`src/rtl/video_stream_pkg.sv`:
```
// Shared constants and state type for the video stream source blocks.
package video_stream_pkg;

    localparam int DATA_W     = 12;
    localparam int DEF_WIDTH  = 320;
    localparam int DEF_HEIGHT = 240;

    typedef enum logic [1:0] {
        IDLE,
        STREAM,
        DRAIN
    } src_state_t;

endpackage

```
`src/rtl/frame_stream_source_if.sv`:
```
// Frame buffer read port plus Avalon-ST pixel stream, seen from the source (master) or sink (slave).
interface frame_stream_source_if #(
    parameter int ADDR_W = 17,
    parameter int DATA_W = video_stream_pkg::DATA_W
);

    logic              rd_en;
    logic [ADDR_W-1:0] rd_addr;
    logic [DATA_W-1:0] rd_data;
    logic              ready_in;
    logic [DATA_W-1:0] data_out;
    logic              sop_out;
    logic              eop_out;
    logic              valid_out;

    modport master (
        output rd_en, rd_addr, data_out, sop_out, eop_out, valid_out,
        input  rd_data, ready_in
    );

    modport slave (
        input  rd_en, rd_addr, data_out, sop_out, eop_out, valid_out,
        output rd_data, ready_in
    );

endinterface

```
`src/rtl/stream_skid_buffer.sv`:
```
// Two-entry FIFO of {eop, sop, data} feeding a registered output stage that holds steady under backpressure.
module stream_skid_buffer #(
    parameter int DATA_W = video_stream_pkg::DATA_W
) (
    input  logic              clk,
    input  logic              reset,
    input  logic              push_i,
    input  logic [DATA_W+1:0] push_word_i,
    input  logic              ready_i,
    output logic [DATA_W-1:0] data_o,
    output logic              sop_o,
    output logic              eop_o,
    output logic              valid_o,
    output logic              pop_o,
    output logic [1:0]        count_o
);

    localparam int WORD_W = DATA_W + 2;

    logic [WORD_W-1:0] mem_q [2];
    logic              wr_ptr_q;
    logic              rd_ptr_q;
    logic [1:0]        count_q;
    logic [1:0]        count_d;
    logic [WORD_W-1:0] head_q;
    logic              valid_q;
    logic              pop;

    // The output stage refills whenever it is empty or its current beat is being taken.
    assign pop     = (count_q != 2'd0) && (!valid_q || ready_i);
    assign count_d = count_q + {1'b0, push_i} - {1'b0, pop};

    always_ff @(posedge clk or posedge reset) begin
        if (reset) begin
            mem_q[0] <= '0;
            mem_q[1] <= '0;
            wr_ptr_q <= 1'b0;
            rd_ptr_q <= 1'b0;
            count_q  <= 2'd0;
        end else begin
            if (push_i) begin
                mem_q[wr_ptr_q] <= push_word_i;
                wr_ptr_q        <= ~wr_ptr_q;
            end
            if (pop) begin
                rd_ptr_q <= ~rd_ptr_q;
            end
            count_q <= count_d;
        end
    end

    always_ff @(posedge clk or posedge reset) begin
        if (reset) begin
            head_q  <= '0;
            valid_q <= 1'b0;
        end else if (pop) begin
            head_q  <= mem_q[rd_ptr_q];
            valid_q <= 1'b1;
        end else if (ready_i) begin
            valid_q <= 1'b0;
        end
    end

    assign data_o  = head_q[DATA_W-1:0];
    assign sop_o   = head_q[DATA_W];
    assign eop_o   = head_q[DATA_W+1];
    assign valid_o = valid_q;
    assign pop_o   = pop;
    assign count_o = count_q;

endmodule

```
`src/rtl/frame_stream_source.sv`:
```
// Plays a stored frame out of a frame buffer RAM as a sop/eop-framed pixel stream with backpressure.
module frame_stream_source #(
    parameter int WIDTH  = video_stream_pkg::DEF_WIDTH,
    parameter int HEIGHT = video_stream_pkg::DEF_HEIGHT,
    parameter int ADDR_W = 17,
    parameter int DATA_W = video_stream_pkg::DATA_W
) (
    input  logic                  clk,
    input  logic                  reset,
    input  logic                  enable,
    frame_stream_source_if.master bus,
    output logic                  frame_done,
    output logic                  busy
);

    import video_stream_pkg::*;

    localparam logic [ADDR_W-1:0] LAST_ADDR = ADDR_W'(WIDTH * HEIGHT - 1);

    src_state_t        state_q;
    src_state_t        state_d;
    logic [ADDR_W-1:0] cnt_q;
    logic [ADDR_W-1:0] cnt_d;
    logic [ADDR_W-1:0] rd_addr_q;
    logic [ADDR_W-1:0] rd_addr_d;
    logic              rd_en_q;
    logic              frame_done_q;
    logic              issue;
    logic              room;
    logic [2:0]        committed;
    logic              pop;
    logic [1:0]        count;
    logic [DATA_W-1:0] data_o;
    logic              sop_o;
    logic              eop_o;
    logic              valid_o;
    logic              eop_xfer;

    // Reads in flight are counted against the buffer so a returning word always has a slot.
    assign committed = {1'b0, count} + {2'b0, rd_en_q} - {2'b0, pop};
    assign room      = committed < 3'd2;
    assign eop_xfer  = valid_o && bus.ready_in && eop_o;

    always_comb begin
        state_d   = state_q;
        cnt_d     = cnt_q;
        rd_addr_d = rd_addr_q;
        issue     = 1'b0;
        case (state_q)
            IDLE: begin
                if (enable) begin
                    state_d = STREAM;
                    cnt_d   = '0;
                end
            end
            STREAM: begin
                if (room) begin
                    issue     = 1'b1;
                    rd_addr_d = cnt_q;
                    if (cnt_q == LAST_ADDR) begin
                        cnt_d = '0;
                        if (!enable) begin
                            state_d = DRAIN;
                        end
                    end else begin
                        cnt_d = cnt_q + ADDR_W'(1);
                    end
                end
            end
            DRAIN: begin
                if (eop_xfer && count == 2'd0 && !rd_en_q) begin
                    state_d = IDLE;
                end
            end
            default: state_d = IDLE;
        endcase
    end

    always_ff @(posedge clk or posedge reset) begin
        if (reset) begin
            state_q      <= IDLE;
            cnt_q        <= '0;
            rd_en_q      <= 1'b0;
            rd_addr_q    <= '0;
            frame_done_q <= 1'b0;
        end else begin
            state_q      <= state_d;
            cnt_q        <= cnt_d;
            rd_en_q      <= issue;
            rd_addr_q    <= rd_addr_d;
            frame_done_q <= eop_xfer;
        end
    end

    stream_skid_buffer #(
        .DATA_W (DATA_W)
    ) u_skid (
        .clk         (clk),
        .reset       (reset),
        .push_i      (rd_en_q),
        .push_word_i ({rd_addr_q == LAST_ADDR, rd_addr_q == '0, bus.rd_data}),
        .ready_i     (bus.ready_in),
        .data_o      (data_o),
        .sop_o       (sop_o),
        .eop_o       (eop_o),
        .valid_o     (valid_o),
        .pop_o       (pop),
        .count_o     (count)
    );

    assign bus.rd_en     = rd_en_q;
    assign bus.rd_addr   = rd_addr_q;
    assign bus.data_out  = data_o;
    assign bus.sop_out   = sop_o;
    assign bus.eop_out   = eop_o;
    assign bus.valid_out = valid_o;
    assign frame_done    = frame_done_q;
    assign busy          = (state_q != IDLE);

endmodule

```
`src/flat_wrapper.sv`:
```
// flat-port wrapper written by rule: the top's interface ports become plain ports
module frame_stream_source_flat import video_stream_pkg::*;
#(
    parameter int WIDTH  = video_stream_pkg::DEF_WIDTH,
    parameter int HEIGHT = video_stream_pkg::DEF_HEIGHT,
    parameter int ADDR_W = 17,
    parameter int DATA_W = video_stream_pkg::DATA_W
)
  (clk, reset, enable, frame_done, busy, bus_rd_en, bus_rd_addr, bus_data_out, bus_sop_out, bus_eop_out, bus_valid_out, bus_rd_data, bus_ready_in);
  frame_stream_source_if #(.ADDR_W(ADDR_W), .DATA_W(DATA_W)) bus_i ();
  input  logic clk;
  input  logic reset;
  input  logic enable;
  output logic frame_done;
  output logic busy;
  output wire logic [$bits(bus_i.rd_en)-1:0] bus_rd_en;
  output wire logic [$bits(bus_i.rd_addr)-1:0] bus_rd_addr;
  output wire logic [$bits(bus_i.data_out)-1:0] bus_data_out;
  output wire logic [$bits(bus_i.sop_out)-1:0] bus_sop_out;
  output wire logic [$bits(bus_i.eop_out)-1:0] bus_eop_out;
  output wire logic [$bits(bus_i.valid_out)-1:0] bus_valid_out;
  input wire logic [$bits(bus_i.rd_data)-1:0] bus_rd_data;
  input wire logic [$bits(bus_i.ready_in)-1:0] bus_ready_in;
  assign bus_rd_en = bus_i.rd_en;
  assign bus_rd_addr = bus_i.rd_addr;
  assign bus_data_out = bus_i.data_out;
  assign bus_sop_out = bus_i.sop_out;
  assign bus_eop_out = bus_i.eop_out;
  assign bus_valid_out = bus_i.valid_out;
  assign bus_i.rd_data = bus_rd_data;
  assign bus_i.ready_in = bus_ready_in;
  frame_stream_source #(.WIDTH(WIDTH), .HEIGHT(HEIGHT), .ADDR_W(ADDR_W), .DATA_W(DATA_W)) u_core (.clk(clk), .reset(reset), .enable(enable), .bus(bus_i), .frame_done(frame_done), .busy(busy));
endmodule
```
`config.mk`:
```
export PLATFORM = sky130hd
export DESIGN_NAME = frame_stream_source_flat
export DESIGN_NICKNAME = d
export VERILOG_FILES = /design/src/rtl/video_stream_pkg.sv /design/src/rtl/frame_stream_source_if.sv /design/src/rtl/stream_skid_buffer.sv /design/src/rtl/frame_stream_source.sv /design/src/flat_wrapper.sv
export SDC_FILE = /design/constraint.sdc
export NUM_CORES = 1
export LEC_CHECK = 0
export ABC_AREA = 1
export BUFFER_PORTS_ARGS = -buffer_cell sky130_fd_sc_hd__buf_2
export CAP_MARGIN = 20
export CORE_ASPECT_RATIO = 1.1
export CORE_MARGIN = 2
export CORE_UTILIZATION = 36
export DETAILED_ROUTE_END_ITERATION = 8
export PLACE_DENSITY = 0.52
export SETUP_SLACK_MARGIN = 0.5
export SLEW_MARGIN = 20
export SYNTH_ARGS = -nofsm -noshare
export SYNTH_HDL_FRONTEND = slang
export SYNTH_SLANG_ARGS = --single-unit
```
`constraint.sdc`:
```
create_clock -name clk -period 4.8 [get_ports clk]
set_input_delay 0.24 -clock clk [delete_from_list [all_inputs] [get_ports clk]]
set_output_delay 0.24 -clock clk [all_outputs]
set_load 0.01 [all_outputs]
```
Word-level counts from Yosys, hierarchy flattened. Cells that the tools add are included.

Reduce and logical (&&, ||, !) cells: 19. Bitwise gates (word level): 4. Magnitude comparators: 4. Muxes and demuxes: 20. $add $sub $neg: 5. Eq/ne operators: 9.

Operators with widths (number): 2-to-1 mux 14 bit (4); 2-to-1 mux 17 bit (3); equality test 17 bit (second input constant) (2); case mux 17 bit (2 select lines) (1); bitwise mux 28 bit (1); adder 17 x 1 -> 17 bit (second input constant) (1); zero test 17 bit (1); demux 14 bit (select 1 bit) (1); 2-to-1 mux 2 bit (5); nonzero test 2 bit (4); logical AND 1 bit (6); != test 2 x 1 -> 1 bit (second input constant) (3); case mux 2 bit (3 select lines) (1); AND reduction 5 bit (1); >= comparator 2 bit (second input constant) (2); zero test 2 bit (2); 2-to-1 mux 1 bit (4); != test 2 bit (second input constant) (2); inverter 1 -> 2 bit (2); adder 2 x 1 -> 3 bit (1); < comparator 3 x 2 -> 1 bit (second input constant) (1); AND reduction 3 bit (1); subtractor 3 x 1 -> 3 bit (1); adder 2 x 1 -> 2 bit (1); 8 further kinds (10).

Register bits: 85. Logic and storage cells: 73. Output and inout port bits: 35. Input port bits: 16.

Logic depth before layout (Yosys ltp). Gate-level depths: netlist (run 1).

Depth in word-level cells: 7. Mapped depth: 16.

Hierarchy. Synthesis (run 1) repeated with hierarchy kept, for this count alone.

Cell total of the unflattened synthesis: 522. Area total of the unflattened synthesis: 4321.6 sq um.

By module, submodules not included: frame_stream_source (area each 2173.3 sq um, cells each 281, times used 1, seq. area each 950.9 sq um); stream_skid_buffer (area each 2148.3 sq um, cells each 241, times used 1, seq. area each 1176.1 sq um).

Least setup slack after synthesis (run 1). Ideal clock, no wire load.

Path type: reg-to-reg. From: register u_core.u_skid.valid_q, in the netlist u_core.u_skid.valid_o. To: register u_core.cnt_q[4]. Library setup time: 0.123 ns. Stages on the path, launching flop included: 16. Data required time: 4.677 ns. Setup slack: 2.158 ns. Data arrival time: 2.520 ns. Clock period less this slack: 2.642 ns. Path through: dfrtp_1 > inv_1 > nor2_1 > nor2_1 > clkbuf_1 > ha_1 > inv_1 > ha_1 > fa_1 > a21oi_2 > nand3_2 > nand2_2 > buf_6 > inv_2 > nor3b_1 > nor2_1.

Longest elaborated chain between the ends: 7.

RTL lines: from (decl) (line stream_skid_buffer.sv:26) `logic valid_q;`; from (signal assigned) (line stream_skid_buffer.sv:55) `valid_q <= 1'b0;`; from (signal assigned) (line stream_skid_buffer.sv:58) `valid_q <= 1'b1;`; from (signal assigned) (line stream_skid_buffer.sv:60) `valid_q <= 1'b0;`; zero test 1 bit (line stream_skid_buffer.sv:30) `assign pop = (count_q != 2'd0) && (!valid_q || ready_i);`; logical OR 1 bit (line stream_skid_buffer.sv:30); logical AND 1 bit (line stream_skid_buffer.sv:30); via u_core.pop (line frame_stream_source.sv:31) `logic pop;`; subtractor 3 x 1 -> 3 bit (line frame_stream_source.sv:40) `assign committed = {1'b0, count} + {2'b0, rd_en_q} - {2'b0, pop};`; via u_core.committed[1] (line frame_stream_source.sv:30) `logic [2:0] committed;`; < comparator 3 x 2 -> 1 bit (line frame_stream_source.sv:41) `assign room = committed < 3'd2;`; != test 2 x 1 -> 1 bit (no line); AND reduction 3 bit (no line); to (signal assigned) (line frame_stream_source.sv:88) `cnt_q <= cnt_d;`; to (decl) (line frame_stream_source.sv:22) `logic [ADDR_W-1:0] cnt_q;`.

The timed path passes the listed nets, and every way through them passes these cells. A chain may end at the register's enable or synchronous reset.

Final worst setup path (run 1).
From: register u_core.u_skid.count_q[1], in the netlist u_core.u_skid.count_o[1]. To: register u_core.cnt_q[4].

Longest elaborated chain between the ends: 6.

RTL lines: from (decl) (line stream_skid_buffer.sv:23) `logic [1:0] count_q;`; from (signal assigned) (line stream_skid_buffer.sv:48) `count_q <= count_d;`; parallel branches: the longest is 2 deep, another holds adder 2 x 1 -> 3 bit; subtractor 3 x 1 -> 3 bit * (line frame_stream_source.sv:40); via u_core.committed[1] (line frame_stream_source.sv:30); < comparator 3 x 2 -> 1 bit * (line frame_stream_source.sv:41); != test 2 x 1 -> 1 bit (no line) *; AND reduction 3 bit (no line) *.

Mark *: on every way through the listed nets, which the timed path passes.

==> metrics.txt, run 1 <==
outcome completed; Die H 113 um; Max Transition Viols Final 0; P&R area growth vs syn 17.9%; largest net degree at the start of global routing 51; Pre-antenna DRT Iters 6; clk slew on worst S/H paths 0.06 ns; number of global-route vias before repair 3,044; # IOs a little over 50; Routed WL 9.06 mm; setup violators final 0; first-pass GRT wire length 15.1 mm; Initial Util 0.371; placer congestion estimate between 0.9 and 1; Setup WS post-layout approximately 1.1 ns; final total power 2.83 mW; GR Overflow Total 0; CTS Root Cell clkbuf_16; Critical Path Start u_core.u_skid.count_o[1]$_DFF_PP0_; post-synthesis mux area share 0; Die ar. between 10,000 and 15,000 um^2; via/cell ratio 4.75; Synth Area in XOR/XNOR 0.00449; Yosys reg bits 85; CORE AREA roughly 10,000 um^2; Avg Inst Size Synth 8.40 um^2; total CTS buffers 9; CP Capture Type flip-flop; Max VDD drop 0.192 mV; WP data arrival roughly 3.9 ns; n_diodes 0; Syn Inst Count 464; Ys Warns 0; worst slew pin tran 0.828 ns; DP HPWL 6.30 mm; f_max 0.274 GHz; Relative slew margins 0.447; clk sinks 85; post-route ant nets 0; CTS Buffer Depth 2; filler instances between 1,000 and 1,500; Synth Area in Compound Gates 0.0973; Non-Filler Instances 660; Pleak 2.27 nW; Die Span X 103 um; Critical Path Source Type flip-flop; largest family of logic cells by synthesized area simple AND/OR/NAND/NOR gates; post-cts resize count 0; Crit Path Class flip-flop to flip-flop; worst skew pair latency 0.34 ns; Hold Startpoint bus_ready_in; worst-path maximum fanout 30; worst r2r src u_core.u_skid.count_o[1]$_DFF_PP0_; # DRC 0; Worst Path Required 5.02 ns; # rows 39; CTS tree built; unique cell type count in the Yosys netlist 37; H-Tree Depth 3; DR iter-0 viols between 100 and 150; Tmin final 3.65 ns; crit share post-route 0.761; Hold Crit Class primary input to flip-flop; simple-gate area share of the yosys netlist 0.273; clk_skew ~0.0082 ns; port bufs 50; GRT Total Usage 0.169; mapped cell area just under 4000 um^2; Max-cap violations 0; via count 3,137; hold path cells 2; Adder-Cell Fraction of Synth Area 0.0148; initial antenna violation count 0; placed insts 644; sequential area share after synthesis 0.546; final hold vios 0; RSZ-0062 raised after global routing false; NumNets Final about 530; Wirelength per Cell 13.7 um; layout cell share with drive strength beyond 1 0.180; pwr dens 616 nW/um^2; Sum Neg Setup Slack 0 ns; r2r worst-path depth 13; setup slack at placement approximately 1.2 ns; syn_nets 484
-- through the flow --
stage                     area [um^2]   util  hold WS, ns
final                            4600  0.438        0.140
after global routing             4600  0.438        0.153
after CTS                        4600  0.438        0.139
after detailed placement         4270  0.407        0.329
after global placement           4270  0.407        0.328
after floorplan                  3900      -        0.347
-- power by group --
group | switching [mW] | internal, mW | leakage [nW]
Sequential | 0.187 | 0.970 | 1.08
Clock | 0.273 | 0.466 | 0.152
Combinational | 0.607 | 0.328 | 1.04
-- layout by cell type, fill, tap and decap left out, types with 2 or more instances in the layout --
cell type / n
inv_1: 38
dfrtp_1: 85
nand2_1: 140
bufinv_16: 2
a31oi_1: 14
o21ai_0: 46
nor2_2: 4
nor2_1: 49
xor2_1: 2
nand3_2: 2
a21oi_1: 3
o21bai_1: 2
clkinv_2: 2
clkbuf_16: 9
o21ai_1: 3
buf_2: 50
nand4_1: 11
inv_2: 6
nor3_1: 5
nand2_4: 2
nor2_4: 2
nor4_1: 2
ha_1: 3
buf_4: 2
nand2_2: 5
nand3_1: 12
-- path summary, 6_finish.rpt --
kind	slack [ns]	end
hold / removal	0.14	u_core.u_skid.valid_o$_DFFE_PP0P_
min in group asynchronous	0.51	u_core.u_skid.mem_q[6]$_DFFE_PP0P_
setup reg to reg	1.15	u_core.cnt_q[4]$_DFFE_PP0P_
max in group asynchronous	3.23	u_core.cnt_q[11]$_DFFE_PP0P_
setup / recovery	1.15	u_core.cnt_q[4]$_DFFE_PP0P_
hold reg to reg	0.48	u_core.u_skid.mem_q[0]$_DFFE_PP0P_
-- layout make-up --
cell class                      count  area (um^2)  share of cell area
Tap cell                          143          179              0.0389
Sequential cell                    85         2130               0.463
Timing Repair Buffer               53          275              0.0599
Clock inverter                      4         72.6              0.0158
Inverter                           46          179              0.0389
Clock buffer                       11          243              0.0528
Multi-Input combinational cell    318         1520               0.331
-- per-layer routing --
layer | vias up | global-route usage | part of all wire
li1 | 1593 | - | -
met1 | 1488 | 0.214 | 0.44
met2 | 43 | 0.288 | 0.51
met3 | 13 | 0.0253 | 0.025
met4 | 0 | 0.0658 | 0.018
met5 | - | 0 | 0
-- worst max-delay path: stages (launching register included) --
cell     delay [ns]
dfrtp_1        0.41
nor2_1         0.20
nor2_2         0.06
buf_4          0.23
ha_1           0.30
inv_1          0.04
ha_1           0.19
fa_1           0.48
a21oi_2        0.16
nand3_2        0.45
nand2_2        0.56
inv_2          0.16
nor3b_1        0.22
nor2_1         0.07
-- synthesized netlist by cell type, drive strengths merged --
master	instances	share of area
clkinv	1	0.0022
nor3b	1	0.0019
clkbuf	8	0.0077
a21oi	4	0.0061
fa	1	0.0051
o21ai	49	0.063
o21bai	2	0.0039
and3	1	0.0016
a31oi	14	0.022
nor4b	1	0.0022
nand4	11	0.018
inv	45	0.043
xor2	2	0.0045
nor2	55	0.059
buf	7	0.011
dfrtp	85	0.55
ha	3	0.0096
nand2	147	0.15
nor4	2	0.0032
a21o	1	0.0019
nand3	15	0.025
or2	2	0.0032
nor3	6	0.0090
nand3b	1	0.0019
-- state kept, by name, indices dropped and copies added, names as in the netlist --
| signal | count |
|---|---|
| u_core.state_q | 2 |
| u_core.cnt_q | 17 |
| u_core.bus.rd_en | 1 |
| u_core.frame_done | 1 |
| u_core.u_skid.mem_q | 28 |
| u_core.u_skid.head_q | 14 |
| u_core.bus.rd_addr | 17 |
| u_core.u_skid.valid_o | 1 |
| u_core.u_skid.wr_ptr_q | 1 |
| u_core.u_skid.rd_ptr_q | 1 |
| u_core.u_skid.count_o | 2 |
-- kinds of logic after synthesis --
group / after synthesis
XOR/XNOR: 2
AND/OR/NAND/NOR: 242
adder cells (fa/ha/maj): 4
flip-flops: 85
AO/OA/AOI/OAI: 70
buffers and inverters: 61
-- what timing repair did --
item / 4_1_cts / 5_1_grt
hold buffers: 1 / 0
buffers inserted: 0 / 0
hold endpoints to repair: 35 / 0
(Power assumes the default switching activity.)
==> run 2, diff against run 1 <==
Settings changed: ABC_AREA 1 to 0, PLACE_DENSITY 0.52 to 0.54.
Clock period 4.8 ns to 3.2 ns, I/O delays scaled along.
==> run 2 against run 1 <==
Net effect:
- clock skew decreased by 0.0022 ns
- first-iteration DRC count decreased by 53%
- non-clock buffer count increased by 5
- synthesized area decreased by 3.9%
- critical endpoint is now u_core.bus.rd_addr[14]$_DFFE_PP0P_
- cell count decreased by 24%
- routed wire length decreased by 16%
- clock-buffer cell count unchanged
- maximum frequency increased by 40%
- combinational power increased by 110%
- core utilization about the same
- global-route usage decreased by 2.3 points
- largest power group is now combinational cells
- sequential share of layout area increased by 1.1 points
==> metrics.txt, run 2 <==
synth cell count leaders dfrtp_1, nor2_1, mux2_2; Wirelength per Cell 15.1 um; CP cell instances nor2_2 > a21oi_2 > ha_4 > inv_2 > ha_2 > fa_2 > xnor2_2 > or3_4 > buf_12 > mux2_1; Max stage delay on crit path 0.40 ns; Pre-antenna DRT Iters 5; Setup WS post-layout a little under 0.6 ns; Die ar. 11,200 um^2; port bufs 50; Initial Util 0.365; Pleak 2.10 nW; Buf+Inv Stages, Crit Path 2; GR Overflow Total 0; post-route ant nets 0; Hold Crit Class primary input to flip-flop; n_diodes 0; Die H 111 um; Avg Inst Size Synth 11.8 um^2; Top FF cell, synth dfrtp_1; # IOs between 50 and 60; crit share post-route 0.814; Crit Path Class flip-flop to flip-flop; CTS tree built; EDFF count, synth 0; number of global-route vias before repair between 2,000 and 3,000; Routed WL 7.58 mm; outcome completed; Ys Warns 0; combinational power share 0.405; # rows 39; Yosys top cell area share 0.568; placer congestion estimate about 0.77; clk slew on worst S/H paths 0.06 ns; Reg power frac 0.375; first-pass GRT wire length 12.7 mm; Yosys reg bits 85; P&R area growth vs syn 19.9%; initial antenna violation count 0; sw power approximately 1.7 mW; Die Span X just over 100 um; worst-path maximum fanout 22; NumNets Final 393; CTS Root Cell clkbuf_16; R2R setup slack 0.60 ns; cell with the most instances after synthesis dfrtp_1; Synth area leader dfrtp_1; mapped cell area approximately 3700 um^2; Relative slew margins 0.423; main area contributors after synthesis dfrtp_1, mux2_2, mux2_4; max reg flops 28; via/cell ratio ~5; internal power between 3 and 4 mW; CTS Buffer Depth 2; Syn Inst Count 318; H-Tree Depth 3; largest reg by FF count u_core.u_skid.mem_q; f_max 0.384 GHz; total CTS buffers 9; Sum Neg Setup Slack 0 ns; CP delay by family, top adder cells; GRT Total Usage 0.146; clock share of power 0.220; Max-cap violations 0; DP HPWL roughly 5.2 mm; via count around 2,500; setup violators final 0; worst skew pair latency 0.33 ns; unique cell type count in the Yosys netlist between 40 and 50; WP data arrival between 2 and 3 ns; Worst Path Required 3.42 ns; Critical Path Source Type flip-flop; Max VDD drop slightly above 0.6 mV; CP Capture Type flip-flop; sequential area share after synthesis 0.568; clk sinks 85; clk_skew 0.00602 ns; layout cell share with drive strength beyond 1 0.325; pwr dens 1060 nW/um^2; largest net degree at the start of global routing 37; CORE AREA 10,200 um^2; syn_nets 338; asr flop ratio synth 1.00; Sw Ratio 0.358; # DRC 0; most frequent cells in the layout dfrtp_1, buf_2, nor2_1; slowest cell on the critical path dfrtp_1; Tmin final 2.60 ns; setup slack at placement 0.514 ns; most common cell after layout, fill and taps aside dfrtp_1; DR iter-0 viols 60; Max Transition Viols Final 0; RSZ-0062 raised after global routing false; worst slew pin tran around 0.87 ns; final hold vios 0
-- run 2: cell count changes after synthesis, moves of 5 or more --
cell / change
nand2_1: -120
o21ai_0: -39
inv_1: -28
mux2_2: +24
nor2_1: -15
mux2i_1: +14
a21oi_1: +13
a31oi_1: -12
mux2_4: +10
xor2_1: +9
inv_2: -6
nand2_2: -5
o21ai_1: +5
-- run 2: cell families (layout without fill, tap and decap cells) --
logic type / count (synthesis) / in the layout / synth area share
buffers and inverters: 25 / 85 / 0.0324
and+or+nand+nor: 97 / 97 / 0.127
adders and majority gates: 4 / 4 / 0.0154
DFF: 85 / 85 / 0.568
muxes: 52 / 52 / 0.162
AOI/OAI and AO/OA: 41 / 41 / 0.0631
xor gates and xnor gates: 14 / 14 / 0.0327
-- run 2: power groups by stage --
stage                     sequential, mW  clock [mW]  combinational (mW)
after detailed placement            1.81           0                1.85
final                               1.78        1.05                1.92
after global placement              1.79           0                1.80
after floorplan                     1.76           0                1.54
after global routing                1.84        1.13                2.13
after CTS                           1.79        1.08                1.87
-- run 2: area by class of cell --
type | instances | area, um^2
Clock inverter | 5 | 60.1
Fill cell | 994 | 5760
Sequential cell | 85 | 2130
Multi-Input combinational cell | 208 | 1540
Timing Repair Buffer | 58 | 325
Clock buffer | 11 | 243
Inverter | 11 | 42.5
Tap cell | 123 | 154
-- run 2: layer usage --
layer  global-route usage  vias to the layer above  wire length [um]
li1                     -                     1213                 -
met1                0.194                     1229              3460
met2                0.232                       47              3710
met3               0.0328                        9               294
met4               0.0514                        0               109
met5                    0                        -                 0
-- run 2: metrics by stage --
step / utilization / hold slack (ns) / std cells / cell area, um^2 / power (mW)
2_1_floorplan: - / 0.260 / 318 / 3800 / 3.30
3_3_place_gp: 0.405 / 0.242 / 483 / 4150 / 3.60
3_5_place_dp: 0.405 / 0.250 / 483 / 4150 / 3.66
4_1_cts: 0.436 / 0.0329 / 500 / 4470 / 4.74
5_1_grt: 0.438 / 0.0598 / 501 / 4490 / 5.10
6_report: 0.438 / 0.0383 / 501 / 4490 / 4.75
-- run 2: final timing paths --
| check | from | endpoint | cells after the start |
|---|---|---|---|
| worst min register to register | u_core.u_skid.mem_q[27]$_DFFE_PP0P_ | u_core.u_skid.mem_q[27]$_DFFE_PP0P_ | 2 |
| worst max register to register | u_core.u_skid.count_o[1]$_DFF_PP0_ | u_core.bus.rd_addr[14]$_DFFE_PP0P_ | 10 |
| worst min-delay path | enable | u_core.state_q[1]$_DFFE_PP0P_ | 2 |
| worst max-delay path | u_core.u_skid.count_o[1]$_DFF_PP0_ | u_core.bus.rd_addr[14]$_DFFE_PP0P_ | 10 |
| min in group asynchronous | reset | u_core.u_skid.head_q[7]$_DFFE_PP0P_ | 3 |
| max in group asynchronous | reset | u_core.cnt_q[2]$_DFFE_PP0P_ | 4 |
-- run 2: repair_timing --
item                                    4_1_cts  5_1_grt
hold endpoints to repair                     34        0
endpoints found under the setup margin        2       16
gates cloned                                  0        0
hold buffers                                  1        0
setup buffers                                 0        1
gates resized for setup                       1        3
pin swaps                                     0        2
